File: src/rtl/dm_param.sv
// ---------------------------------------------------------------------------
// dm_param : parametrised data memory for the single-cycle datapath.
//
// After reset a clear sequencer walks the whole array, one word per cycle,
// loading WORD0_INIT into word 0 and zero everywhere else. Once the clear is
// done the memory serves byte-lane writes and registered reads (latency 1)
// with a read_valid strobe. Requests to addresses at or above DEPTH are
// dropped (writes) or return zero (reads), and flag addr_err one cycle later.
//
// Parameters
//   DATA_W      word width, multiple of 8 (NB = DATA_W/8 byte lanes)
//   ADDR_W      address width
//   DEPTH       number of words, 1 <= DEPTH <= 2**ADDR_W
//   WORD0_INIT  value the clear sequence loads into word 0
//
// Ports
//   clk         rising-edge clock
//   reset       synchronous active-high reset, restarts the clear sequence
//   mem_write   write request
//   mem_read    read request
//   address     word address
//   write_data  write data
//   byte_en     per-lane write enable, bit i covers write_data[8i+7:8i]
//   read_data   registered read data, holds when no read is accepted
//   read_valid  1-cycle pulse, read_data updated this cycle
//   busy        clear sequence in progress, requests ignored
//   addr_err    1-cycle pulse, previous accepted request was out of range
//
// state | meaning
// ------+-----------------------------------------------------------
// INIT  | clear sequence running, one word written per cycle, busy=1
// READY | normal operation, terminal until the next reset
// ---------------------------------------------------------------------------
module dm_param #(
   parameter int                 DATA_W     = 8,
   parameter int                 ADDR_W     = 8,
   parameter int                 DEPTH      = 256,
   parameter logic [DATA_W-1:0]  WORD0_INIT = 'hFF
) (
   input  logic                  clk,
   input  logic                  reset,
   input  logic                  mem_write,
   input  logic                  mem_read,
   input  logic [ADDR_W-1:0]     address,
   input  logic [DATA_W-1:0]     write_data,
   input  logic [DATA_W/8-1:0]   byte_en,
   output logic [DATA_W-1:0]     read_data,
   output logic                  read_valid,
   output logic                  busy,
   output logic                  addr_err
);

   localparam int NB = DATA_W / 8;

   // Last clear address, and DEPTH widened by one bit so the range compare
   // also works when DEPTH == 2**ADDR_W.
   localparam logic [ADDR_W-1:0] LAST_ADDR = ADDR_W'(DEPTH - 1);
   localparam logic [ADDR_W:0]   DEPTH_EXT = (ADDR_W + 1)'(DEPTH);

   typedef enum logic {
      INIT  = 1'b0,
      READY = 1'b1
   } state_t;

   state_t              state_q, state_d;
   logic [ADDR_W-1:0]   ptr_q, ptr_d;
   logic [DATA_W-1:0]   read_data_q, read_data_d;
   logic                read_valid_q, read_valid_d;
   logic                addr_err_q, addr_err_d;

   logic [DATA_W-1:0]   mem [DEPTH];

   // Single write port shared by the clear sequencer and the request path.
   logic                mem_we;
   logic [ADDR_W-1:0]   mem_addr;
   logic [DATA_W-1:0]   mem_wdata;
   logic [NB-1:0]       mem_be;

   logic                in_range;
   logic                req_ok;

   assign in_range = ({1'b0, address} < DEPTH_EXT);
   // Requests only count in READY and never in a reset cycle.
   assign req_ok   = (state_q == READY) && !reset;

   always_comb begin
      state_d      = state_q;
      ptr_d        = ptr_q;
      read_data_d  = read_data_q;
      read_valid_d = 1'b0;
      addr_err_d   = 1'b0;
      mem_we       = 1'b0;
      mem_addr     = address;
      mem_wdata    = write_data;
      mem_be       = byte_en;

      case (state_q)
         INIT: begin
            mem_we    = !reset;
            mem_addr  = ptr_q;
            mem_wdata = (ptr_q == '0) ? WORD0_INIT : '0;
            mem_be    = '1;
            ptr_d     = ptr_q + 1'b1;
            if (ptr_q == LAST_ADDR) begin
               state_d = READY;
            end
         end
         READY: begin
            if (req_ok) begin
               mem_we = mem_write && in_range;
               // Array is read combinationally here, before this edge's
               // write lands, which gives read-before-write for free.
               if (mem_read) begin
                  read_valid_d = 1'b1;
                  read_data_d  = in_range ? mem[address] : '0;
               end
               addr_err_d = (mem_write || mem_read) && !in_range;
            end
         end
         default: begin
            state_d = INIT;
            ptr_d   = '0;
         end
      endcase
   end

   always_ff @(posedge clk) begin
      if (reset) begin
         state_q      <= INIT;
         ptr_q        <= '0;
         read_data_q  <= '0;
         read_valid_q <= 1'b0;
         addr_err_q   <= 1'b0;
      end else begin
         state_q      <= state_d;
         ptr_q        <= ptr_d;
         read_data_q  <= read_data_d;
         read_valid_q <= read_valid_d;
         addr_err_q   <= addr_err_d;
      end
   end

   // Array storage carries no reset; contents are defined by the clear.
   always_ff @(posedge clk) begin
      if (mem_we) begin
         for (int i = 0; i < NB; i++) begin
            if (mem_be[i]) begin
               mem[mem_addr][i*8 +: 8] <= mem_wdata[i*8 +: 8];
            end
         end
      end
   end

   assign read_data  = read_data_q;
   assign read_valid = read_valid_q;
   assign addr_err   = addr_err_q;
   assign busy       = (state_q == INIT);

endmodule

File: config.mk
export PLATFORM = sky130hd
export DESIGN_NAME = dm_param
export DESIGN_NICKNAME = d
export VERILOG_FILES = /design/src/rtl/dm_param.sv
export SDC_FILE = /design/constraint.sdc
export NUM_CORES = 2
export LEC_CHECK = 0
export CELL_PAD_IN_SITES_DETAIL_PLACEMENT = 1
export CELL_PAD_IN_SITES_GLOBAL_PLACEMENT = 2
export CORE_MARGIN = 5
export CORE_UTILIZATION = 50
export CTS_CLUSTER_DIAMETER = 80
export DETAILED_ROUTE_END_ITERATION = 6
export HOLD_SLACK_MARGIN = 0.03
export PLACE_DENSITY = 0.84
export SYNTH_ARGS = -nofsm -noshare
export SYNTH_HDL_FRONTEND = slang
export SYNTH_SLANG_ARGS = --single-unit
File: constraint.sdc
create_clock -name clk -period 5.7 [get_ports clk]
set_clock_uncertainty 0.2 [all_clocks]
set_input_delay 1.14 -clock clk [delete_from_list [all_inputs] [get_ports clk]]
set_output_delay 1.14 -clock clk [all_outputs]
set_load 0.01 [all_outputs]
== After elaboration in Yosys (flattened, before gate mapping) ==
Memories as Yosys holds them, arrays and structs flattened. A register that Yosys moved wholly into a read port is not among the register bits.
Cells that the tools add are included.

* Add/sub/neg operators: 1
* Eq/ne operators: 1
* Multiplexer cells: 12
* Bitwise operators: 2
* Reductions and logical operators: 5

{| class="wikitable"
|+ Operator list
! cell !! number
|-
| 8-bit two-way mux || 3
|-
| 8-bit by 1-bit adder with 8-bit output (second input constant) || 1
|-
| 8-bit equality test (second input constant) || 1
|-
| 8-bit zero test || 1
|-
| 1-bit two-way mux || 8
|-
| 3-bit AND reduction || 1
|-
| 3-bit OR reduction || 1
|-
| 1-bit inverter || 2
|-
| 1-bit case mux with 2 select lines || 1
|-
| 1-bit logical AND || 1
|-
| 1-bit zero test || 1
|}

* Flip-flop bits (word level): 10
* Bits in writable memories: 2,048
* Memories: 1

{| class="wikitable"
|+ Memory list
! memory !! words !! width !! read ports !! clocked after memory_dff !! write ports !! RTL line !! text
|-
| mem || 256 || 8 || 1 || 1 || 1 || 71 || <nowiki>logic [DATA_W-1:0] mem [DEPTH];</nowiki>
|}

== Depth between registers and ports, before layout ==
* Depth after elaboration: 6
* Depth in mapped cells: 13

== Worst setup path before layout ==
Ideal clock, no wire load.

* Path kind: register to register
* Start point: register state_q
* End point: memory mem[0][0], data pin
* Setup time: 825 ps
* Data arrival time: 4,192 ps
* Data required time: 4,675 ps
* Slack: 484 ps
* Cell stages (with the launch flop): 6
* Path buffers: 3
* Cells stage by stage: dfxtp_1 > buf_2 > buf_1 > buf_1 > nand2_1 > nand2_1

* Word-level cells in the longest chain between the ends: 1

{| class="wikitable"
|+ RTL lines
! item !! RTL line !! text
|-
| start: declaration || 65 || <nowiki>state_t state_q, state_d;</nowiki>
|-
| start signal: assignment || 135 || <nowiki>state_q <= state_d;</nowiki>
|-
| 8-bit two-way mux || 97 || <nowiki>case (state_q)</nowiki>
|-
| named net mem_wdata[0] || 76 || <nowiki>logic [DATA_W-1:0] mem_wdata;</nowiki>
|-
| end: declaration || 71 ||
|}

The timed path passes the listed nets, and every way through them passes these cells.

== Worst setup path in the final report ==
* Start point: register state_q
* End point: memory mem[26][0], enable pin

* Word-level cells in the longest chain between the ends: 5

{| class="wikitable"
|+ RTL lines
! item !! RTL line !! text
|-
| 1-bit logical AND || 84 || <nowiki>assign req_ok = (state_q == READY) && !reset;</nowiki>
|-
| 1-bit two-way mux || 109 || <nowiki>if (req_ok) begin</nowiki>
|-
| 1-bit case mux with 2 select lines || 97 ||
|-
| 1-bit two-way mux || 145 || <nowiki>if (mem_we) begin</nowiki>
|-
| 1-bit two-way mux (implied by the code) || 148 || <nowiki>mem[mem_addr][i*8 +: 8] <= mem_wdata[i*8 +: 8];</nowiki>
|}

Several ways; a longest one is shown, not always the timed one.

==> summary.md <==
| Metric | Value |
|---|---|
| Status | finished with violations |
| Failing checks | max-capacitance violations, max-slew violations |
| Routed Wire Length | 229000 um |
| CP Capture Type | flop |
| Count of final hold-check violations | 0 |
| Initial core utilization | ~50% |
| Hold Path Class | flop to flop |
| Via count | 43.7k |
| Drt via density | roughly 6.5 |
| Synth Flop Type | edfxtp_1 |
| Vias in the first global route | around 45k |
| Chip width | 413 um |
| Wire per inst | 33.9 um |
| Syn Area/Cell | around 20 sq um |
| # Post-CTS Setup Buffers | 0 |
| Global Route Usage Sum | 27.0% |
| Crit path launch type | flop |
| Min setup slack post-route | 0.925 ns |
| Worst hold start | read_data[0] |
| Sequential-to-total area share from yosys stat | 76.1% |
| CTS Buffer Depth | 3 |
| Max frequency | 209 MHz |
| Placer Congestion | a little under 0.9 |
| Syn Nets | approximately 4.2k |
| Die Y | 413 um |
| CTS tree | yes |
| CP arrival | 5.01 ns |
| First-pass GRT wire length | between 300000 and 400000 um |
| IO Port Bufs | 30 |
| Fraction of registers with async set/reset | 0% |
| R2R setup slack | 0.93 ns |
| Cell area after layout | about 92000 sq um |
| I/O Pins | 32 |
| CTS buffer count | 203 |
| Total power draw | 33.4 mW |
| P&R area growth vs syn | 13.2% |
| Post-Route Setup TNS | 0 ns |
| Core ar. | around 160000 sq um |
| Slew margin rel. | -4.47% |
| Reg2reg start | state_q |
| Synth unique cells | 68 |
| Post-Synthesis Cell Area | 81300 sq um |
| Crit share post-route | 83.8% |
| Post-route ant nets | 0 |
| Reg-to-Reg End | mem[26][0] |
| WP data required | 5.93 ns |
| Setup Viol. Count Final | 0 |
| DP HPWL | 144000 um |
| Dpl ws | 0.417 ns |
| Final Max Tran Viols | 2 |
| Synth Warn # | 0 |
| Syn Inst Count | 4130 |
| Die footprint | 171000 sq um |
| Iteration-0 DRC Markers | approximately 5.2k |
| Hold Path Stages | 2 |
| Power Dens Cells | 362 nW/um^2 |
| Static Leak | around 30 nW |
| EDFF count, synth | 2048 |
| Clk_lat worst skew | 0.86 ns |
| Post-layout min period | 4.77 ns |
| Max Cap Viol | 1 |
| # rows | 148 |
| Clock root cell | clkbuf_16 |
| Synthesized flop and latch total | around 2.1k |
| Layout Utilization | 56.7% |
| Slowest CP cell | o32ai_1 |
| Initial antenna violation count | 11 |
| Area after DPL | 85100 sq um |
| Critical Path Fanout Max | 39 |
| Layout Nets | 4427 |
| Number of clock sinks | 2066 |
| Resized cells post-CTS | 0 |
| Drt drc | 0 |
| Drt pass-1 iters | 5 |
| WS Path Type | flop to flop |
| Cell chain of the critical path | buf_4 > clkinv_1 > o32ai_1 > nand2_1 > nor2_1 |
| Hold EP | read_data[0] |
| Max VDD drop | roughly 0.00034 V |
| H-Tree Depth | 4 |
| CP peak stage delay | 0.99 ns |
| Reg2Reg Depth | 5 |
| Largest net degree at the start of global routing | 131 |
| Ratio of cells with drive above 1 in the final layout | 19.6% |
| RSZ-0062 raised after global routing | no |
| Slew @ Worst Pin | 1.53 ns |
| Post-CTS Hold Buffers | 0 |
| Clock transition at the registers of the reported paths | 0.06 ns |
| Gr ovfl total | 0 |
[worst max path at each step]
stage,from,endpoint,slack (ns),cells past startpoint
finish,state_q,mem[26][0],0.93,5
global route,state_q,mem[26][1],0.94,5
CTS,state_q,mem[26][0],1.04,5
detailed placement,address[5],mem[26][3],0.42,4
global placement,address[5],read_data[5],0.54,9
floorplan,state_q,mem[0][0],0.48,5
[layout make-up]
| type | count | area [sq um] |
|---|---|---|
| fillers | 14104 | 70200 |
| clock buffers | 241 | 5330 |
| clock inverters | 136 | 1580 |
| diodes | 7 | 17.5 |
| repair buffers | 318 | 2930 |
| well taps | 2175 | 2720 |
| flip-flops and latches | 2066 | 61900 |
| multi-input cells | 1806 | 17600 |
| inverters | 9 | 37.5 |
[power by group]
part | total [mW] | internal, mW | switching, mW
combinational | 2.23 | 0.580 | 1.65
sequential | 17.3 | 17.3 | 0.00837
clock | 13.9 | 7.98 | 5.87
total | 33.4 | 25.8 | 7.53
[kinds of logic after synthesis]
kind of cell	count (synthesis)	share of synthesized area, %
fa+ha+maj	2	0.0308
compound gates	497	4.19
flops	2066	76.1
mux	725	14.3
simple gates	574	2.94
other cells	1	0.00461
xor+xnor	7	0.0754
buf+inv	258	2.37
[sequential cells by signal, indices dropped and copies added (netlist names)]
register and count:
ptr_q 8, state_q 1, read_data 8, read_valid 1, mem 2048
[critical path, delay by kind of cell, from the launching register on]
kind            cells  cell delay (ns)
simple gates        2             1.81
buf+inv             2             1.03
flops               1             0.32
compound gates      1             0.99
[stage by stage]
step           hold slack (ns)  instances
4_1_cts                  0.427       6751
5_1_grt                  0.438       6751
6_report                 0.429       6758
3_3_place_gp             0.365       6374
3_5_place_dp             0.407       6374
2_1_floorplan            0.305       4130
[cells in the final DEF, fill, tap and decap left out, types with 13 or more instances in the layout]
| cell type | instances |
|---|---|
| edfxtp_1 | 2048 |
| clkdlybuf4s50_1 | 26 |
| a221oi_1 | 30 |
| o221ai_1 | 74 |
| a2111oi_0 | 36 |
| clkinv_1 | 38 |
| buf_12 | 37 |
| dfxtp_1 | 18 |
| mux2i_1 | 395 |
| clkinv_2 | 46 |
| nor2_1 | 283 |
| o22ai_1 | 121 |
| clkbuf_16 | 206 |
| a21oi_1 | 99 |
| mux4_2 | 272 |
| nand2_1 | 173 |
| o21ai_0 | 60 |
| mux4_1 | 58 |
| buf_4 | 252 |
| a211oi_1 | 30 |
| clkbuf_1 | 31 |
| nand3_1 | 34 |
| bufinv_16 | 28 |
| nor3_1 | 15 |
| clkinvlp_4 | 13 |
[routing by layer]
metal	share of wire, %	vias to the layer above	track usage, %	routed length (um)
li1	-	17608	-	-
met1	38	23116	37.1	88000
met2	48	2473	42.9	110000
met3	9.2	482	5.31	21200
met4	4.3	4	11.0	9870
met5	0.013	-	0	30
[synth_stat cells, types with 6 or more instances]
master | number | share of area [%]
nor2_1 | 286 | 1.3
nand2_1 | 181 | 0.84
dfxtp_1 | 18 | 0.44
buf_6 | 33 | 0.46
o22ai_1 | 121 | 0.93
nor3_1 | 15 | 0.092
buf_1 | 8 | 0.037
edfxtp_1 | 2048 | 76
a22oi_1 | 8 | 0.074
a21oi_1 | 99 | 0.61
buf_2 | 71 | 0.44
mux4_2 | 272 | 7.5
a2111oi_0 | 37 | 0.40
nor4_1 | 13 | 0.10
xor2_1 | 6 | 0.065
mux2i_1 | 395 | 4.9
o221ai_1 | 74 | 0.80
clkbuf_1 | 64 | 0.30
buf_8 | 18 | 0.33
a221oi_1 | 30 | 0.32
inv_1 | 6 | 0.028
buf_12 | 16 | 0.39
o21ai_0 | 60 | 0.37
mux4_1 | 58 | 1.9
nand3_1 | 34 | 0.21
a211oi_1 | 30 | 0.28
buf_4 | 34 | 0.31
Note: power is estimated with default switching activity, not from simulation.
